==> src/rtl/pll_reset_sequencer_pkg.sv <==
// Shared definitions for the PLL reset sequencer: FSM state encoding and
// the width and saturation limit of the lock-loss statistics counter.
package pll_reset_sequencer_pkg;

  typedef enum logic [2:0] {
    ST_WAIT_LOCK = 3'd0,
    ST_FILTER    = 3'd1,
    ST_HOLDOFF   = 3'd2,
    ST_RUN       = 3'd3,
    ST_LOST      = 3'd4
  } state_e;

  localparam int                LOSS_W   = 8;
  localparam logic [LOSS_W-1:0] LOSS_MAX = 8'd255;
  localparam logic [LOSS_W-1:0] LOSS_ONE = 8'd1;

  function automatic logic [LOSS_W-1:0] sat_inc(input logic [LOSS_W-1:0] value);
    return (value == LOSS_MAX) ? value : value + LOSS_ONE;
  endfunction

endpackage

==> src/rtl/pll_reset_sequencer_if.sv <==
// Handshake bundle between the PLL side (master) and the reset sequencer (slave).
interface pll_reset_sequencer_if
  import pll_reset_sequencer_pkg::*;
();

  logic              locked;
  logic              clear_stats;
  logic              sys_resetn;
  logic              ready;
  logic              lock_lost;
  logic [LOSS_W-1:0] loss_count;

  modport master (
    output locked,
    output clear_stats,
    input  sys_resetn,
    input  ready,
    input  lock_lost,
    input  loss_count
  );

  modport slave (
    input  locked,
    input  clear_stats,
    output sys_resetn,
    output ready,
    output lock_lost,
    output loss_count
  );

endinterface

==> src/rtl/bit_sync.sv <==
// Multi-flop synchroniser for a single asynchronous bit, with async active-low clear.
module bit_sync #(
  parameter int STAGES = 2
) (
  input  logic clk_i,
  input  logic rst_ni,
  input  logic d_i,
  output logic q_o
);

  logic [STAGES-1:0] sync_q;

  always_ff @(posedge clk_i or negedge rst_ni) begin
    if (!rst_ni) begin
      sync_q <= '0;
    end else begin
      sync_q <= {sync_q[STAGES-2:0], d_i};
    end
  end

  assign q_o = sync_q[STAGES-1];

endmodule

==> src/rtl/pll_reset_sequencer.sv <==
// Holds downstream logic in reset until the PLL lock has been stable long enough,
// and keeps sticky statistics on locks lost while running.
module pll_reset_sequencer
  import pll_reset_sequencer_pkg::*;
#(
  parameter int SYNC_STAGES    = 2,
  parameter int LOCK_FILTER    = 16,
  parameter int HOLDOFF_CYCLES = 1024
) (
  input  logic                 clock,
  input  logic                 resetn,
  pll_reset_sequencer_if.slave bus
);

  localparam int CNT_SPAN = (LOCK_FILTER > HOLDOFF_CYCLES) ? LOCK_FILTER : HOLDOFF_CYCLES;
  localparam int CNT_W    = (CNT_SPAN > 1) ? $clog2(CNT_SPAN) : 1;

  localparam logic [CNT_W-1:0] FILTER_LAST = CNT_W'(LOCK_FILTER - 1);
  localparam logic [CNT_W-1:0] HOLD_LAST   = CNT_W'(HOLDOFF_CYCLES - 1);
  localparam logic [CNT_W-1:0] CNT_ONE     = CNT_W'(1);

  state_e            state_q;
  logic [CNT_W-1:0]  cnt_q;
  logic              lock_lost_q;
  logic              lock_lost_d;
  logic [LOSS_W-1:0] loss_count_q;
  logic [LOSS_W-1:0] loss_count_d;
  logic              locked_s;
  logic              run_loss;

  bit_sync #(
    .STAGES (SYNC_STAGES)
  ) u_lock_sync (
    .clk_i  (clock),
    .rst_ni (resetn),
    .d_i    (bus.locked),
    .q_o    (locked_s)
  );

  assign run_loss = (state_q == ST_RUN) && !locked_s;

  // A loss in the same cycle as a clear wins, leaving exactly one recorded loss.
  always_comb begin
    lock_lost_d  = lock_lost_q;
    loss_count_d = loss_count_q;
    if (run_loss) begin
      lock_lost_d  = 1'b1;
      loss_count_d = bus.clear_stats ? LOSS_ONE : sat_inc(loss_count_q);
    end else if (bus.clear_stats) begin
      lock_lost_d  = 1'b0;
      loss_count_d = '0;
    end
  end

  always_ff @(posedge clock or negedge resetn) begin
    if (!resetn) begin
      state_q      <= ST_WAIT_LOCK;
      cnt_q        <= '0;
      lock_lost_q  <= 1'b0;
      loss_count_q <= '0;
    end else begin
      lock_lost_q  <= lock_lost_d;
      loss_count_q <= loss_count_d;
      case (state_q)
        ST_WAIT_LOCK: begin
          if (locked_s) begin
            state_q <= ST_FILTER;
            cnt_q   <= '0;
          end
        end
        ST_FILTER: begin
          if (!locked_s) begin
            state_q <= ST_WAIT_LOCK;
          end else if (cnt_q == FILTER_LAST) begin
            state_q <= ST_HOLDOFF;
            cnt_q   <= '0;
          end else begin
            cnt_q <= cnt_q + CNT_ONE;
          end
        end
        ST_HOLDOFF: begin
          if (!locked_s) begin
            state_q <= ST_LOST;
          end else if (cnt_q == HOLD_LAST) begin
            state_q <= ST_RUN;
          end else begin
            cnt_q <= cnt_q + CNT_ONE;
          end
        end
        ST_RUN: begin
          if (!locked_s) begin
            state_q <= ST_LOST;
          end
        end
        ST_LOST: begin
          state_q <= ST_WAIT_LOCK;
        end
        default: begin
          state_q <= ST_WAIT_LOCK;
        end
      endcase
    end
  end

  // Outputs come straight off the state register so no input can glitch them.
  assign bus.sys_resetn = (state_q == ST_RUN);
  assign bus.ready      = (state_q == ST_RUN);
  assign bus.lock_lost  = lock_lost_q;
  assign bus.loss_count = loss_count_q;

endmodule

==> src/flat_wrapper.sv <==
// flat-port wrapper written by rule: the top's interface ports become plain ports
module pll_reset_sequencer_flat import pll_reset_sequencer_pkg::*;
#(
  parameter int SYNC_STAGES    = 2,
  parameter int LOCK_FILTER    = 16,
  parameter int HOLDOFF_CYCLES = 1024
)
  (clock, resetn, bus_locked, bus_clear_stats, bus_sys_resetn, bus_ready, bus_lock_lost, bus_loss_count);
  pll_reset_sequencer_if bus_i ();
  input  logic clock;
  input  logic resetn;
  input wire logic [$bits(bus_i.locked)-1:0] bus_locked;
  input wire logic [$bits(bus_i.clear_stats)-1:0] bus_clear_stats;
  output wire logic [$bits(bus_i.sys_resetn)-1:0] bus_sys_resetn;
  output wire logic [$bits(bus_i.ready)-1:0] bus_ready;
  output wire logic [$bits(bus_i.lock_lost)-1:0] bus_lock_lost;
  output wire logic [$bits(bus_i.loss_count)-1:0] bus_loss_count;
  assign bus_i.locked = bus_locked;
  assign bus_i.clear_stats = bus_clear_stats;
  assign bus_sys_resetn = bus_i.sys_resetn;
  assign bus_ready = bus_i.ready;
  assign bus_lock_lost = bus_i.lock_lost;
  assign bus_loss_count = bus_i.loss_count;
  pll_reset_sequencer #(.SYNC_STAGES(SYNC_STAGES), .LOCK_FILTER(LOCK_FILTER), .HOLDOFF_CYCLES(HOLDOFF_CYCLES)) u_core (.clock(clock), .resetn(resetn), .bus(bus_i));
endmodule
==> config.mk <==
export PLATFORM = sky130hd
export DESIGN_NAME = pll_reset_sequencer_flat
export DESIGN_NICKNAME = d
export VERILOG_FILES = /design/src/rtl/pll_reset_sequencer_pkg.sv /design/src/rtl/pll_reset_sequencer_if.sv /design/src/rtl/bit_sync.sv /design/src/rtl/pll_reset_sequencer.sv /design/src/flat_wrapper.sv
export SDC_FILE = /design/constraint.sdc
export NUM_CORES = 1
export LEC_CHECK = 0
export CAP_MARGIN = 20
export CORE_MARGIN = 2
export CORE_UTILIZATION = 58
export DETAILED_ROUTE_END_ITERATION = 10
export GPL_ROUTABILITY_DRIVEN = 0
export GPL_TIMING_DRIVEN = 1
export PLACE_DENSITY = 0.86
export SYNTH_ARGS = -nofsm -noshare
export SYNTH_HDL_FRONTEND = slang
export SYNTH_SLANG_ARGS = --single-unit
export TNS_END_PERCENT = 1
==> constraint.sdc <==
create_clock -name clock -period 5 [get_ports clock]
set_input_delay 1.25 -clock clock [delete_from_list [all_inputs] [get_ports clock]]
set_output_delay 1.25 -clock clock [all_outputs]
set_load 0.01 [all_outputs]
==> results of run 1 <==
[flip-flops by register name, indices dropped and copies added, names as in the netlist]
register / count
u_core.cnt_q: 10
u_core.u_lock_sync.sync_q: 2
u_core.bus.loss_count: 8
u_core.state_q: 3
u_core.bus.lock_lost: 1
[worst max-delay path by stage]
stage / from / end / slack, ns / cells past startpoint
2_1_floorplan: u_core.state_q[1] / bus_sys_resetn / 2.67 / 3
3_3_place_gp: u_core.state_q[1] / bus_ready / 2.42 / 3
3_5_place_dp: u_core.state_q[1] / bus_sys_resetn / 2.40 / 3
4_1_cts: u_core.state_q[1] / bus_sys_resetn / 2.01 / 3
5_1_grt: u_core.state_q[1] / bus_ready / 1.88 / 3
6_report: u_core.state_q[1] / bus_sys_resetn / 2.02 / 3
[layout make-up]
cell class	count	area, um^2	area share
inverters	5	18.8	0.0126
repair buffers	15	168	0.112
multi-input cells	97	621	0.415
clock buffers	3	22.5	0.0151
flip-flops and latches	24	601	0.402
well taps	27	33.8	0.0226
clock inverters	1	30.0	0.0201
[per-stage QoR]
stage	std cells	util	instance area (um^2)
6_report	172	0.746	1490
5_1_grt	172	0.746	1490
4_1_cts	171	0.733	1470
3_5_place_dp	167	0.706	1410
3_3_place_gp	167	0.706	1410
2_1_floorplan	129	-	1260
[layer usage]
layer | vias to the layer above | global-route usage | routed length (um)
met5 | - | 0 | 0
met4 | 0 | 0.0676 | 0
met3 | 0 | 0.0298 | 129
met2 | 35 | 0.364 | 1200
met1 | 486 | 0.308 | 1190
li1 | 499 | - | -
[worst max-delay path: cells and delay by family (launching register included)]
family / cells / cell delay (ns)
simple gates: 1 / 0.24
flops: 1 / 0.51
buf+inv: 2 / 0.66
[Yosys cell counts]
| library cell | instances | area, um^2 |
|---|---|---|
| buf_2 | 1 | 5.00 |
| buf_1 | 1 | 3.75 |
| a21o_1 | 2 | 15.0 |
| a211oi_1 | 1 | 7.51 |
| a31o_1 | 1 | 8.76 |
| and2b_2 | 1 | 8.76 |
| a22o_1 | 8 | 70.1 |
| inv_2 | 1 | 3.75 |
| inv_1 | 4 | 15.0 |
| nor2_1 | 18 | 67.6 |
| a311oi_1 | 1 | 8.76 |
| nor3_1 | 9 | 45.0 |
| nand4bb_1 | 1 | 11.3 |
| a21boi_1 | 1 | 7.51 |
| xnor2_1 | 1 | 8.76 |
| xor2_1 | 3 | 26.3 |
| nor2_4 | 1 | 11.3 |
| nor2b_1 | 2 | 12.5 |
| nand3_1 | 6 | 30.0 |
| nand4_1 | 3 | 18.8 |
| nand2_1 | 9 | 33.8 |
| and3_1 | 6 | 37.5 |
| or2_4 | 1 | 8.76 |
| nand2b_1 | 1 | 6.26 |
| mux2i_1 | 2 | 20.0 |
| dfrtp_1 | 24 | 601 |
| buf_4 | 1 | 7.51 |
| o31ai_4 | 1 | 21.3 |
| a21oi_1 | 2 | 10.0 |
| o21ai_0 | 1 | 5.00 |
| o21ai_1 | 7 | 35.0 |
| nor3b_1 | 1 | 7.51 |
| o32ai_1 | 1 | 8.76 |
| ha_1 | 2 | 25.0 |
| a31oi_2 | 2 | 25.0 |
| and2b_1 | 1 | 7.51 |
| mux2_2 | 1 | 11.3 |
[kinds of logic after synthesis]
| group | after synthesis | synth area share |
|---|---|---|
| mux | 3 | 0.0249 |
| xor+xnor | 4 | 0.0279 |
| buf+inv | 8 | 0.0279 |
| fa+ha+maj | 2 | 0.0199 |
| flops | 24 | 0.478 |
| compound gates | 28 | 0.177 |
| simple gates | 60 | 0.244 |
[power by group]
part	leakage, nW	internal (mW)	switching, mW	total, mW
logic	0.299	0.0114	0.0139	0.0253
clock network	0.0279	0.0810	0.0593	0.140
registers	0.326	0.198	0.00410	0.202
total	0.653	0.290	0.0773	0.368
==> run metrics, run 1 <==
status=completed; layout cells sized above 1=0.0897; die area=2550 um^2; gate count of the mapped netlist=between 100 and 150; final setup fails=0; launch point of the worst reg-to-reg path=u_core.cnt_q[1]; Max Cap Viol=0; Design Power=about 0.37 mW; hpwl dp=between 1.5 and 2 mm; Layout area overhead=18.9%; DRC viols=0; Initial Util=0.628; commonest non-fill, non-tap cells in the layout=24 x dfrtp_1, 18 x nor2_1, 14 x clkdlybuf4s50_1; first-pass GRT wire length=4.33 mm; I/O Buffers=14; period utilization=0.596; Row Count=16; min-delay src=u_core.u_lock_sync.sync_q[0]; hold crit path type=reg2reg; CP max stage cell=clkdlybuf4s50_1; core area=2000 um^2; Clock Latency Late Sink=approximately 0.31 ns; TritonCTS clock tree=yes; Setup Fix Bufs, Post-CTS=0; hold slack=0.370 ns; Hold Vio Cnt, Final=0; Tot GR Track Use=0.222; Min-Delay Endpoint=u_core.u_lock_sync.sync_q[1]; Reg clk slew, reported paths=around 0.14 ns; TritonCTS buffer count=3; hold bufs inserted after CTS=0; Worst R2R Path Depth=6; FILL cells=150; max-slew violation count=0; Worst Path Max Fanout=7; RSZ-0062 raised after global routing=false; Antenna Nets Post-Route=0; Clock Skews=roughly 0.0069 ns; setup TNS=0 ns; num ports=15; CP cell instances=inv_2 > nor3b_1 > clkdlybuf4s50_1; routed vias/inst=5.93; worst setup slack after layout=2.02 ns; DR vias=1020; syn avg cell area=9.74 um^2; WHS Path Cells=0; IR drop worst, VDD=0.000193 V; Final nets=152; Setup CP Type=reg2out; worst path arrival time=around 1.7 ns; worst path required time=3.75 ns; initial antenna violation count=0; pre-CTS setup slack=2.40 ns; sequential cell area fraction in the yosys report=0.478; synthesized flop and latch total=24; largest net degree at the start of global routing=25; Die X=50.5 um; synth warn=0; register-to-register setup slack=around 3 ns; Clock Sinks=24; Syn Nets=135; drt wl/cell=14.6 um; fmax=335 MHz; Tightest Pin Transition=0.491 ns; Unique masters post-synth=37; # diodes=0; LEAKAGE=between 0.6 and 0.7 nW; Max H-tree Level=1; CP Capture Type=primary output; Slew HR=0.673; R2R Path End=u_core.cnt_q[9]; WL final=2.52 mm; Root Buffer=clkbuf_4; fin crit period=just under 3 ns; Pre-antenna DRT Iters=4; 1st-iter DRT viols=31; clock buffer depth=2; max incr delay on CP=roughly 0.58 ns; Power Dens Cells=246 nW/um^2; cell area after synthesis=around 1300 um^2; via count of the first global-routing pass=1004; crit start category=register; total gr overflow=0; leading cell type in the layout, fill and taps excluded=dfrtp_1; die height=approximately 51 um; CTS resizes=0
(Power assumes the default switching activity.)
==> inputs of run 2 (changes only) <==
--- a/config.mk
+++ b/config.mk
@@ -7,11 +7,11 @@
 export LEC_CHECK = 0
 export CAP_MARGIN = 20
 export CORE_MARGIN = 2
-export CORE_UTILIZATION = 58
+export CORE_UTILIZATION = 54
 export DETAILED_ROUTE_END_ITERATION = 10
 export GPL_ROUTABILITY_DRIVEN = 0
 export GPL_TIMING_DRIVEN = 1
-export PLACE_DENSITY = 0.86
+export PLACE_DENSITY = 0.82
 export SYNTH_ARGS = -nofsm -noshare
 export SYNTH_HDL_FRONTEND = slang
 export SYNTH_SLANG_ARGS = --single-unit
==> constraint.sdc (replaced) <==
create_clock -name clock -period 3.1 [get_ports clock]
set_input_delay 0.775 -clock clock [delete_from_list [all_inputs] [get_ports clock]]
set_output_delay 0.775 -clock clock [all_outputs]
set_load 0.01 [all_outputs]
==> run 2 against run 1 <==
  * First-iteration DRC count decreased by 61%
  * Worst setup slack got worse by 1.5 ns
  * Via count fell by 0.39%
  * Sequential share of layout area rose by 1.4 points
  * Hold slack better by 0.011 ns
  * Cell count stayed put
  * Critical endpoint is now bus_ready
  * Largest cell class unchanged
  * Highest routed layer is now met4
==> run metrics, run 2 (synthesis gave the netlist of run 1 again) <==
status=completed; Initial Util=0.568 (-0.0596); Antenna Nets Post-Route=0 (unchanged); launch point of the worst reg-to-reg path=u_core.cnt_q[0]; Final nets=152 (unchanged); clock buffer depth=2 (unchanged); Min-Delay Endpoint=u_core.u_lock_sync.sync_q[1]; final setup fails=0 (unchanged); hold bufs inserted after CTS=0 (unchanged); Comb pwr share=0.075 (+0.006); via count of the first global-routing pass=1050 (+4.6%); WL final=2.51 mm (-0.40%); WHS Path Cells=0 (unchanged); num ports=15 (unchanged); worst path required time=2.32 ns (-1.43 ns); RSZ-0062 raised after global routing=false; Power Dens Cells=347 nW/um^2 (+41%); # diodes=0 (unchanged); number of flip-flops in the largest register=10 (unchanged); Worst Path Max Fanout=7 (unchanged); core area=2210 um^2 (+10%); crit start category=register; drt wl/cell=14.6 um (-0.40%); Setup CP Type=reg2out; I/O Buffers=14 (unchanged); leading cell type in the layout, fill and taps excluded=dfrtp_1; Net Sw Frac=0.240 (+0.0297); routed vias/inst=5.91 (-0.39%); final instance area=1450 um^2 (-3.3%); CP Capture Type=primary output; sequential power share=0.650 (+0.100); period utilization=0.822; Tot GR Track Use=0.225 (+0.00265); register-to-register setup slack=1.11 ns (-1.90 ns); first-pass GRT wire length=4.55 mm (+4.9%); Clock Power Share=0.276 (-0.106); Slew HR=0.683 (+0.00980); LEAKAGE=0.631 nW (-3.4%); hold slack=0.380 ns (+0.0106 ns); Max Cap Viol=0 (unchanged); 1st-iter DRT viols=12 (-61%); FILL cells=187 (+25%); largest net degree at the start of global routing=25 (unchanged); Clock Skews=0.00167 ns (-0.00520 ns); die height=52.2 um (+3.3%); Max H-tree Level=1 (unchanged); IR drop worst, VDD=0.000235 V (+22%); Layout area overhead=15.0%; Hold Vio Cnt, Final=0 (unchanged); initial antenna violation count=0 (unchanged); Pre-antenna DRT Iters=4 (unchanged); largest reg by FF count=u_core.cnt_q; setup TNS=0 ns (unchanged); TritonCTS clock tree=yes; R2R Path End=u_core.cnt_q[9]; Power Internal=0.381 mW (+31%); DR vias=1016 (-0.39%); worst path arrival time=1.77 ns (+0.04 ns); CTS resizes=0 (unchanged); Root Buffer=clkbuf_4; TritonCTS buffer count=3 (unchanged); Clock Latency Late Sink=0.31 ns (about the same); fmax=around 400 MHz; Die X=52.2 um (+3.3%); total gr overflow=0 (unchanged); DRC viols=0 (unchanged); Cell Area, Placed=1420 um^2 (+0.62%); Worst R2R Path Depth=6 (unchanged); Row Count=17 (+1); fin crit period=2.55 ns; Tightest Pin Transition=0.476 ns (-0.0147 ns); die area=2730 um^2 (+6.8%); Setup Fix Bufs, Post-CTS=0 (unchanged); min-delay src=u_core.u_lock_sync.sync_q[0]; Reg clk slew, reported paths=0.13 ns (about the same); max-slew violation count=0 (unchanged); Clock Sinks=24 (unchanged); hpwl dp=1.84 mm (+3.9%); layout cells sized above 1=0.0833 (-0.00632); commonest non-fill, non-tap cells in the layout=24 x dfrtp_1, 18 x nor2_1, 14 x clkdlybuf4s50_1; hold crit path type=reg2reg; Net Sw Power=0.120 mW (+55%)
## run 2: stage by stage
stage	total power [mW]	setup slack, ns	instances	utilization
2_1_floorplan	0.353	1.24	129	-
5_1_grt	0.520	0.408	172	0.653
3_3_place_gp	0.367	0.995	169	0.643
4_1_cts	0.505	0.512	172	0.653
3_5_place_dp	0.370	0.888	169	0.643
6_report	0.501	0.551	172	0.653
## run 2: how the worst max path moves through the flow
stage          cells after the start             end  slack [ns]         startpoint
3_5_place_dp                       3       bus_ready        0.89  u_core.state_q[1]
2_1_floorplan                      3  bus_sys_resetn        1.24  u_core.state_q[1]
4_1_cts                            3       bus_ready        0.51  u_core.state_q[1]
5_1_grt                            3       bus_ready        0.41  u_core.state_q[1]
6_report                           3       bus_ready        0.55  u_core.state_q[1]
3_3_place_gp                       3  bus_sys_resetn        0.99  u_core.state_q[1]
## run 2: layout make-up
cell class / count / area (um^2) / share of cell area
multi-input cells: 97 / 621 / 0.429
flip-flops and latches: 24 / 601 / 0.416
repair buffers: 15 / 148 / 0.102
well taps: 28 / 35.0 / 0.0242
clock buffers: 3 / 22.5 / 0.0156
inverters: 5 / 18.8 / 0.0130
## run 2: critical path: stages, from the launching register on
cell,delay [ns]
dfrtp_1,0.51
inv_2,0.09
nor3b_1,0.26
clkdlybuf4s50_1,0.60
## run 2: power groups by stage
| stage | Combinational [mW] | Sequential (mW) | Clock [mW] |
|---|---|---|---|
| 6_report | 0.0374 | 0.325 | 0.138 |
| 5_1_grt | 0.0428 | 0.326 | 0.151 |
| 4_1_cts | 0.0382 | 0.325 | 0.141 |
| 3_5_place_dp | 0.0384 | 0.331 | 0 |
| 3_3_place_gp | 0.0361 | 0.331 | 0 |
| 2_1_floorplan | 0.0237 | 0.329 | 0 |
## run 2: per-layer routing
metal	vias up	share of wire	global-route usage
met1	496	0.46	0.301
met5	-	0	0
met2	23	0.50	0.369
met3	2	0.034	0.0371
li1	495	-	-
met4	0	0.0056	0.0812
